<file path="config.mk">
export PLATFORM = sky130hd
export DESIGN_NAME = fetch_stage_flat
export DESIGN_NICKNAME = d
export VERILOG_FILES = /design/src/rtl/rv_pkg.sv /design/src/rtl/fetch_stage_if.sv /design/src/rtl/fetch_stage_if_id_reg.sv /design/src/rtl/fetch_stage.sv /design/src/flat_wrapper.sv
export SDC_FILE = /design/constraint.sdc
export NUM_CORES = 1
export LEC_CHECK = 0
export BUFFER_PORTS_ARGS = -buffer_cell sky130_fd_sc_hd__buf_4
export CORE_UTILIZATION = 35
export DETAILED_ROUTE_END_ITERATION = 8
export GPL_TIMING_DRIVEN = 1
export PLACE_DENSITY = 0.65
export SLEW_MARGIN = 10
export SYNTH_ARGS = -nofsm -noshare
export SYNTH_HDL_FRONTEND = slang
export SYNTH_SLANG_ARGS = --single-unit
</file>
<file path="constraint.sdc">
create_clock -name clk -period 11.8 [get_ports clk]
set_input_delay 2.36 -clock clk [delete_from_list [all_inputs] [get_ports clk]]
set_output_delay 2.36 -clock clk [all_outputs]
set_load 0.01 [all_outputs]
</file>
<file path="src/rtl/rv_pkg.sv">
// Shared RISC-V core definitions: datapath width, bubble encoding, fetch FSM states.
// The fetch stage reads these through the rv_pkg:: scope.
package rv_pkg;

    localparam int XLEN = 32;

    // addi x0,x0,0 is the canonical bubble
    localparam logic [31:0] NOP_INST = 32'h0000_0013;

    localparam logic [XLEN-1:0] PC_INC = XLEN'(4);

    typedef enum logic [1:0] {
        ST_BOOT = 2'd0,
        ST_RUN  = 2'd1,
        ST_HALT = 2'd2
    } fetch_state_e;

endpackage

</file>
<file path="src/rtl/fetch_stage_if.sv">
// Instruction memory bus between the fetch stage (master) and the combinational IMEM (slave).
// The memory answers imem_inst in the same cycle that imem_addr is presented.
interface fetch_stage_if #(
    parameter int XLEN = rv_pkg::XLEN
);

    logic [XLEN-1:0] imem_addr;
    logic [31:0]     imem_inst;

    modport master (
        output imem_addr,
        input  imem_inst
    );

    modport slave (
        input  imem_addr,
        output imem_inst
    );

endinterface

</file>
<file path="src/rtl/fetch_stage_if_id_reg.sv">
// IF/ID pipeline register: captures pc, pc+4 and instruction on load,
// drops to a NOP bubble on flush, and otherwise holds.
module if_id_reg #(
    parameter int          XLEN     = rv_pkg::XLEN,
    parameter logic [31:0] NOP_INST = rv_pkg::NOP_INST
) (
    input  logic            clk,
    input  logic            rst,
    input  logic            load,
    input  logic            flush,
    input  logic [XLEN-1:0] pc,
    input  logic [31:0]     inst,
    output logic            valid_q,
    output logic [XLEN-1:0] pc_q,
    output logic [XLEN-1:0] pc_plus4_q,
    output logic [31:0]     inst_q
);

    // Flush leaves pc/pc_plus4 untouched so a bubble still carries its last address.
    always_ff @(posedge clk or posedge rst) begin
        if (rst) begin
            valid_q    <= 1'b0;
            pc_q       <= '0;
            pc_plus4_q <= '0;
            inst_q     <= NOP_INST;
        end else if (flush) begin
            valid_q <= 1'b0;
            inst_q  <= NOP_INST;
        end else if (load) begin
            valid_q    <= 1'b1;
            pc_q       <= pc;
            pc_plus4_q <= pc + XLEN'(rv_pkg::PC_INC);
            inst_q     <= inst;
        end
    end

endmodule

</file>
<file path="src/rtl/fetch_stage.sv">
// Instruction-fetch stage: owns the PC, drives the combinational IMEM and fills IF/ID.
// Handles stall, redirect with flush, a one-cycle boot after reset and a sticky halt on fault.
module fetch_stage #(
    parameter int              XLEN       = rv_pkg::XLEN,
    parameter logic [XLEN-1:0] RESET_PC   = '0,
    parameter int              IMEM_WORDS = 128,
    parameter logic [31:0]     NOP_INST   = rv_pkg::NOP_INST
) (
    input  logic               clk,
    input  logic               rst,
    input  logic               stall,
    input  logic               redirect_valid,
    input  logic [XLEN-1:0]    redirect_target,
    fetch_stage_if.master      imem,
    output logic               if_id_valid,
    output logic [XLEN-1:0]    if_id_pc,
    output logic [XLEN-1:0]    if_id_pc_plus4,
    output logic [31:0]        if_id_inst,
    output logic               fetch_fault
);

    localparam logic [XLEN-1:0] IMEM_LIMIT = XLEN'(IMEM_WORDS * 4);

    rv_pkg::fetch_state_e state;
    logic [XLEN-1:0]      pc_q;
    logic                 in_run;
    logic                 capture;
    logic                 fault_cond;
    logic                 ifid_load;
    logic                 ifid_flush;

    assign imem.imem_addr = pc_q;

    // Redirect outranks stall, and both outrank the fault check.
    assign in_run     = (state == rv_pkg::ST_RUN);
    assign capture    = in_run && !redirect_valid && !stall;
    assign fault_cond = (pc_q[1:0] != 2'b00) || (pc_q >= IMEM_LIMIT);
    assign ifid_load  = capture && !fault_cond;
    assign ifid_flush = (in_run && redirect_valid) || (capture && fault_cond);

    always_ff @(posedge clk or posedge rst) begin
        if (rst) begin
            state       <= rv_pkg::ST_BOOT;
            pc_q        <= RESET_PC;
            fetch_fault <= 1'b0;
        end else begin
            case (state)
                rv_pkg::ST_BOOT: begin
                    state <= rv_pkg::ST_RUN;
                end
                rv_pkg::ST_RUN: begin
                    if (redirect_valid) begin
                        pc_q <= redirect_target;
                    end else if (!stall) begin
                        if (fault_cond) begin
                            fetch_fault <= 1'b1;
                            state       <= rv_pkg::ST_HALT;
                        end else begin
                            pc_q <= pc_q + XLEN'(rv_pkg::PC_INC);
                        end
                    end
                end
                rv_pkg::ST_HALT: begin
                    state <= rv_pkg::ST_HALT;
                end
                default: begin
                    state <= rv_pkg::ST_HALT;
                end
            endcase
        end
    end

    if_id_reg #(
        .XLEN     (XLEN),
        .NOP_INST (NOP_INST)
    ) u_if_id (
        .clk        (clk),
        .rst        (rst),
        .load       (ifid_load),
        .flush      (ifid_flush),
        .pc         (pc_q),
        .inst       (imem.imem_inst),
        .valid_q    (if_id_valid),
        .pc_q       (if_id_pc),
        .pc_plus4_q (if_id_pc_plus4),
        .inst_q     (if_id_inst)
    );

endmodule
</file>
<file path="src/flat_wrapper.sv">
// flat-port wrapper written by rule: the top's interface ports become plain ports
module fetch_stage_flat 
#(
    parameter int              XLEN       = rv_pkg::XLEN,
    parameter logic [XLEN-1:0] RESET_PC   = '0,
    parameter int              IMEM_WORDS = 128,
    parameter logic [31:0]     NOP_INST   = rv_pkg::NOP_INST
)
  (clk, rst, stall, redirect_valid, redirect_target, if_id_valid, if_id_pc, if_id_pc_plus4, if_id_inst, fetch_fault, imem_imem_addr, imem_imem_inst);
  fetch_stage_if #(.XLEN(XLEN)) imem_i ();
  input  logic clk;
  input  logic rst;
  input  logic stall;
  input  logic redirect_valid;
  input  logic [XLEN-1:0] redirect_target;
  output logic if_id_valid;
  output logic [XLEN-1:0] if_id_pc;
  output logic [XLEN-1:0] if_id_pc_plus4;
  output logic [31:0] if_id_inst;
  output logic fetch_fault;
  output wire logic [$bits(imem_i.imem_addr)-1:0] imem_imem_addr;
  input wire logic [$bits(imem_i.imem_inst)-1:0] imem_imem_inst;
  assign imem_imem_addr = imem_i.imem_addr;
  assign imem_i.imem_inst = imem_imem_inst;
  fetch_stage #(.XLEN(XLEN), .RESET_PC(RESET_PC), .IMEM_WORDS(IMEM_WORDS), .NOP_INST(NOP_INST)) u_core (.clk(clk), .rst(rst), .stall(stall), .redirect_valid(redirect_valid), .redirect_target(redirect_target), .imem(imem_i), .if_id_valid(if_id_valid), .if_id_pc(if_id_pc), .if_id_pc_plus4(if_id_pc_plus4), .if_id_inst(if_id_inst), .fetch_fault(fetch_fault));
endmodule
</file>
==> impl_metrics.py, run 1 <==
metrics = {
    "setup_path": {
        "criticalPathCategory": "in -> reg",
        "r2r-end": "u_core.u_if_id.pc_plus4_q[21]$_DFFE_PP0P_",
        "reg2reg_slack_ns": 9.13,
        "worstPathArrival_ns": 4.22,
        "timing.rr.start": "u_core.imem.imem_addr[17]$_DFFE_PP0P_",
        "crit_path_start_kind": "input port",
        "r2r_cells": 4,
        "critPathRequiredTime_ns": 12.08,
        "endpoint_kind": "flip-flop",
        "cp_max_fo": 15,
    },
    "synth": {
        "synthSimpleGateAreaFrac_pct": 16.3,
        "synth_flop_cell": "dfrtp_1",
        "yosysTopAreaCellShare_pct": 60.4,
        "yosys_warnings": 0,
        "synth_fp_nets": 500,
        "synth-compound-area-share_pct": 13.3,
        "ys_top_cells_by_area": "dfrtp_1, and2_1, a22o_1",
        "synth_edf_count": 0,
        "synth_fa_ha_area_share_pct": 0.476,
        "yosysMostFrequentCell": "dfrtp_1",
        "synth_top_family_by_area": "simple AND/OR/NAND/NOR gates",
        "synthCells": 430,
        "yosysUniqueCellTypes": 51,
        "syn_area_sq_um": 5260,
        "seq_area_frac_synth_pct": 61.9,
        "muxShareOfSynthArea_pct": 3.59,
        "netlist.top_cell.by_area": "dfrtp_1",
        "syn_area_per_cell_sq_um": 12.2,
        "synth_common_cells": "dfrtp_1, and2_1, a22o_1",
        "ys_async_sr_fraction_pct": 100,
        "synth_xor_area_share_pct": 0.999,
        "ys_seq_elements": 130,
    },
    "place": {
        "dpl-instance-area_sq_um": 6860,
        "place_inst": 787,
        "port_buffers": 197,
        "gp_congestion": 0.798,
        "place_hpwl_mm": 9.68,
    },
    "power": {
        "p_total_w": 0.00137,
        "leakage_nw": 3.76,
        "ir_worst_vdd_uv": 134,
        "power_density_nw_per_um2": 183,
    },
    "drt": {
        "dr.pass1.iters": 4,
        "ant_nets": 0,
        "via_per_inst": 5.18,
        "wl_mm": 13.9,
        "drc": 0,
        "vias": 4246,
        "drt_iter0_drc": 292,
        "avgRoutedWirePerCell_um": 17.0,
    },
    "sta": {
        "fmax_mhz": 254,
        "slew_headroom_pct": 37.7,
        "setup_viol": 0,
        "maxSlewViolCount": 0,
        "tightest_slew_ns": 0.934,
        "fin_tns_setup_ns": 0,
        "fin_worst_skew_ns": 0.00793,
        "period_needed_ns": 3.94,
        "rsz0062_at_grt": "no",
        "hold_violations": 0,
        "finalCritPeriodShare_pct": 33.4,
    },
    "clock_tree": {
        "clock_latency_ns": 0.42,
        "ctsHtreeMaxLevel": 4,
        "hold_buffers": 0,
        "cts_setup_buffers": 0,
        "numCtsBuffers": 17,
        "cts_tree": "built",
        "ctsResizeCount": 0,
        "clk_pin_slew_ns": 0.06,
        "cts.root.buffer_cell": "clkbuf_16",
        "cts_sinks": 130,
        "cts_buffer_depth": 2,
    },
    "global_routing": {
        "grt_max_degree": 79,
        "grt_pass1_wl_mm": 23.0,
        "grt_usage_pct": 18.8,
        "antenna_found_initial": 0,
        "grt_pass1_vias": 4316,
        "overflow": 0,
    },
    "cells_and_area": {
        "antenna_cells": 0,
        "area_growth_pct": 42.7,
        "final_cells": 819,
        "num-nets-final": 692,
        "drive_gt1_share_pct": 41.6,
        "final_area_sq_um": 7510,
    },
    "floorplanning": {
        "io_pins": 198,
        "rows": 44,
        "die_height_um": 125,
        "core_area_sq_um": 14600,
        "die_x_um": 125,
        "die_area_sq_um": 15500,
        "initial_utilization_pct": 36.1,
    },
    "worst_hold_path": {
        "hold_path_startpoint": "u_core.state[1]$_DFFE_PP0P_",
        "hp-class": "reg -> reg",
        "min_to": "u_core.state[0]$_DFFE_PP0P_",
        "holdPathStages": 1,
    },
    "job": {
        "drv_cap": 0,
    },
    "status": {
        "status": "complete, no violations",
    },
}
per-stage QoR:
stage	setup WS (ns)	hold slack, ns	util, %
after floorplan	5.98	0.438	-
after global placement	7.41	0.453	47.0
after detailed placement	7.38	0.473	47.0
after CTS	7.83	0.488	51.4
after global routing	7.72	0.497	51.5
final	7.86	0.481	51.5
layout make-up:
class,instances,area [sq um]
multi-input combinational,262,1840
clock buffer,19,453
sequential,130,3260
clock inverter,13,184
inverter,11,43.8
fill,1268,7080
timing repair buffer,200,1500
tap,184,230
metal layers:
metal / part of all wire [%] / wire length, um / track usage [%] / vias up
met1: 43 / 6010 / 24.3 / 2128
met4: 1.1 / 146 / 6.31 / 0
li1: - / - / - / 1950
met3: 6.8 / 950 / 6.40 / 15
met2: 49 / 6780 / 29.5 / 153
met5: 0 / 0 / 0 / -
where the power goes:
part / internal [W] / switching [W]
logic: 0.000123 / 0.000113
registers: 0.000494 / 0.0000861
clock network: 0.000364 / 0.000193
critical path, stage by stage:
cell and delay [ns]:
buf_4 0.12, or3b_1 0.43, nand4b_1 0.36, o21ai_1 0.52, buf_4 0.31, o211ai_1 0.11
logic make-up (layout without fill, tap and decap cells):
| family | count (synthesis) | count (layout) |
|---|---|---|
| fa+ha+maj | 2 | 2 |
| simple gates | 143 | 143 |
| buf+inv | 38 | 243 |
| flops | 130 | 130 |
| compound gates | 94 | 94 |
| xor+xnor | 6 | 6 |
| mux | 17 | 17 |
flip-flops by register name (all words and copies together) (netlist names):
name	count
u_core.u_if_id.pc_plus4_q	30
u_core.imem.imem_addr	32
u_core.u_if_id.valid_q	1
u_core.u_if_id.pc_q	32
u_core.state	2
u_core.fetch_fault	1
u_core.u_if_id.inst_q	32
worst max-delay path by stage:
stage          slack [ns]  depth (start not counted)                                        end      startpoint
2_1_floorplan        5.98                          1             u_core.fetch_fault$_DFFE_PP0P_             rst
3_3_place_gp         7.41                          5        u_core.u_if_id.pc_q[30]$_DFFE_PP0P_  redirect_valid
3_5_place_dp         7.38                          5  u_core.u_if_id.pc_plus4_q[12]$_DFFE_PP0P_  redirect_valid
4_1_cts              7.83                          5  u_core.u_if_id.pc_plus4_q[12]$_DFFE_PP0P_  redirect_valid
5_1_grt              7.72                          6      u_core.imem.imem_addr[31]$_DFFE_PP0P_           stall
6_report             7.86                          6      u_core.imem.imem_addr[18]$_DFFE_PP0P_           stall
cells in the final DEF, fill, tap and decap left out, types with 2 or more instances in the layout:
| cell type | count |
|---|---|
| buf_4 | 200 |
| dfrtp_1 | 127 |
| and2_1 | 49 |
| a22o_1 | 30 |
| nand2_1 | 28 |
| clkbuf_16 | 17 |
| nor2_1 | 16 |
| a21oi_1 | 15 |
| mux2_2 | 15 |
| inv_1 | 10 |
| nand3_1 | 10 |
| o22ai_1 | 10 |
| o211ai_1 | 8 |
| nand4_1 | 7 |
| o21ai_0 | 6 |
| o32ai_1 | 6 |
| and4_1 | 4 |
| nor3_1 | 4 |
| and3_1 | 4 |
| xnor2_1 | 4 |
| nor4_1 | 4 |
| bufinv_16 | 4 |
| nor4_2 | 3 |
| o22a_1 | 3 |
| clkinvlp_4 | 3 |
| clkinv_2 | 3 |
| clkinv_4 | 3 |
| dfstp_2 | 3 |
| nor4_4 | 2 |
| and4b_1 | 2 |
| o221ai_1 | 2 |
| xor2_1 | 2 |
| a31o_2 | 2 |
| mux2i_1 | 2 |
| a32o_1 | 2 |
| ha_1 | 2 |
| clkbuf_8 | 2 |
No activity file was read; power rests on OpenSTA's default activity.
==> inputs of run 2 (changes only) <==
--- a/config.mk
+++ b/config.mk
@@ -9,7 +9,7 @@
 export CORE_UTILIZATION = 35
 export DETAILED_ROUTE_END_ITERATION = 8
 export GPL_TIMING_DRIVEN = 1
-export PLACE_DENSITY = 0.65
+export PLACE_DENSITY = 0.68
 export SLEW_MARGIN = 10
 export SYNTH_ARGS = -nofsm -noshare
 export SYNTH_HDL_FRONTEND = slang
==> constraint.sdc (replaced) <==
create_clock -name clk -period 3.4 [get_ports clk]
set_input_delay 0.68 -clock clk [delete_from_list [all_inputs] [get_ports clk]]
set_output_delay 0.68 -clock clk [all_outputs]
set_load 0.01 [all_outputs]
==> run 2 against run 1 <==
Sequential share of layout area decreased by 0.19 points. Worst setup slack got worse by 7.1 ns. Die area unchanged. Register-to-register slack got worse by 8.4 ns. Largest power group unchanged. Hold slack got worse by 0.020 ns. Cell area increased by 0.45%. Power increased to 3.4 times the previous value. Utilization increased by 0.23 points. Clock skew about the same.
==> impl_metrics.py, run 2 (synthesized netlist as in run 1, its figures left out) <==
metrics = {
    "power": {
        "power_density_nw_per_um2": 625,
        "ir_worst_vdd_uv": 395,
        "leakage_nw": 3.77,
    },
    "drt": {
        "via_per_inst": 5.09,
        "drc": 0,
        "dr.pass1.iters": 4,
        "drt_iter0_drc": 273,
        "wl_mm": 13.9,
        "vias": 4186,
        "avgRoutedWirePerCell_um": 16.9,
        "ant_nets": 0,
    },
    "global_routing": {
        "grt_pass1_vias": 4290,
        "antenna_found_initial": 0,
        "grt_pass1_wl_mm": 22.7,
        "overflow": 0,
        "grt_max_degree": 52,
        "grt_usage_pct": 18.6,
    },
    "floorplanning": {
        "die_height_um": 125,
        "core_area_sq_um": 14600,
        "rows": 44,
        "die_area_sq_um": 15500,
        "die_x_um": 125,
        "initial_utilization_pct": 36.1,
        "io_pins": 198,
    },
    "status": {
        "status": "complete, no violations",
    },
    "setup_path": {
        "critPathRequiredTime_ns": 3.74,
        "worstPathArrival_ns": 2.98,
        "criticalPathCategory": "reg -> reg",
        "crit_path_start_kind": "flip-flop",
        "endpoint_kind": "flip-flop",
        "cp_max_fo": 29,
        "r2r_cells": 5,
    },
    "sta": {
        "setup_viol": 0,
        "maxSlewViolCount": 0,
        "hold_violations": 0,
        "slew_headroom_pct": 34.8,
        "finalCritPeriodShare_pct": 77.6,
        "tightest_slew_ns": 0.976,
        "fin_worst_skew_ns": 0.00828,
        "period_needed_ns": 2.64,
        "rsz0062_at_grt": "no",
        "fmax_mhz": 379,
        "fin_tns_setup_ns": 0,
    },
    "clock_tree": {
        "ctsHtreeMaxLevel": 4,
        "cts_buffer_depth": 2,
        "hold_buffers": 0,
        "clock_latency_ns": 0.41,
        "numCtsBuffers": 17,
        "ctsResizeCount": 0,
        "cts.root.buffer_cell": "clkbuf_16",
        "cts_setup_buffers": 0,
        "clk_pin_slew_ns": 0.06,
        "cts_tree": "built",
        "cts_sinks": 130,
    },
    "cells_and_area": {
        "antenna_cells": 0,
        "area_growth_pct": 43.4,
        "num-nets-final": 696,
        "final_common_cell": "buf_4",
        "final_util_pct": 51.7,
        "fill_cells": 1273,
        "layout_common_cells": "buf_4, dfrtp_1, and2_1",
        "drive_gt1_share_pct": 41.5,
    },
    "worst_hold_path": {
        "hp-class": "in -> reg",
        "holdPathStages": 3,
    },
    "place": {
        "gp_congestion": 0.832,
        "place_hpwl_mm": 9.77,
        "port_buffers": 197,
    },
    "job": {
        "drv_cap": 0,
    },
}
[run 2: cell types whose count changed in the layout (fill, tap and decap cells not counted), sizes merged]
| cell | previous run | this run |
|---|---|---|
| clkinvlp | 3 | 4 |
| inv | 11 | 10 |
| buf | 200 | 204 |
| clkinv | 6 | 3 |
| clkbuf | 19 | 23 |
| bufinv | 4 | 3 |
[run 2: final cells by class]
type | count | area [sq um] | share of cell area, %
flip-flops and latches | 130 | 3260 | 43.2
multi-input cells | 262 | 1840 | 24.4
repair buffers | 204 | 1560 | 20.6
clock buffers | 23 | 488 | 6.47
well taps | 184 | 230 | 3.05
clock inverters | 9 | 128 | 1.69
inverters | 11 | 45.0 | 0.597
[run 2: worst max-delay path, cell delays in order, from the launching register on]
cell     delay [ns]
dfrtp_1        0.43
nor4_2         0.37
nand4_2        0.39
nor3_4         0.73
buf_4          0.42
a22o_1         0.20
[run 2: per-layer routing]
metal | routed length [um] | GRT usage, % | up-vias
li1 | - | - | 1945
met1 | 6020 | 23.7 | 2079
met2 | 6770 | 29.2 | 148
met3 | 891 | 6.44 | 14
met4 | 195 | 6.80 | 0
met5 | 0 | 0 | -
[run 2: metrics by stage]
step | instance area (sq um) | cells | hold WS (ns) | worst slack, ns | power, W
floorplan | 5260 | 430 | 0.438 | 1.11 | 0.00238
detailed placement | 6920 | 791 | 0.461 | 0.621 | 0.00286
finish | 7540 | 823 | 0.461 | 0.762 | 0.00472
CTS | 7530 | 823 | 0.440 | 0.735 | 0.00476
global route | 7540 | 823 | 0.449 | 0.521 | 0.00493
global placement | 6920 | 791 | 0.453 | 0.643 | 0.00284
[run 2: final timing paths]
path,end,from,slack (ns)
setup / recovery,u_core.u_if_id.inst_q[3]$_DFFE_PP0P_,u_core.imem.imem_addr[17]$_DFFE_PP0P_,0.76
hold / removal,u_core.imem.imem_addr[1]$_DFFE_PP0P_,redirect_target[1],0.46
setup reg to reg,u_core.u_if_id.inst_q[3]$_DFFE_PP0P_,u_core.imem.imem_addr[17]$_DFFE_PP0P_,0.76
hold reg to reg,u_core.fetch_fault$_DFFE_PP0P_,u_core.fetch_fault$_DFFE_PP0P_,0.47
max in group asynchronous,u_core.u_if_id.inst_q[0]$_DFFE_PP1P_,rst,2.14
min in group asynchronous,u_core.u_if_id.inst_q[10]$_DFFE_PP0P_,rst,0.49
[run 2: report_power, final]
group / internal, W / switching (W)
combinational: 0.000435 / 0.000402
clock: 0.00123 / 0.000652
sequential: 0.00172 / 0.000284
total: 0.00338 / 0.00134
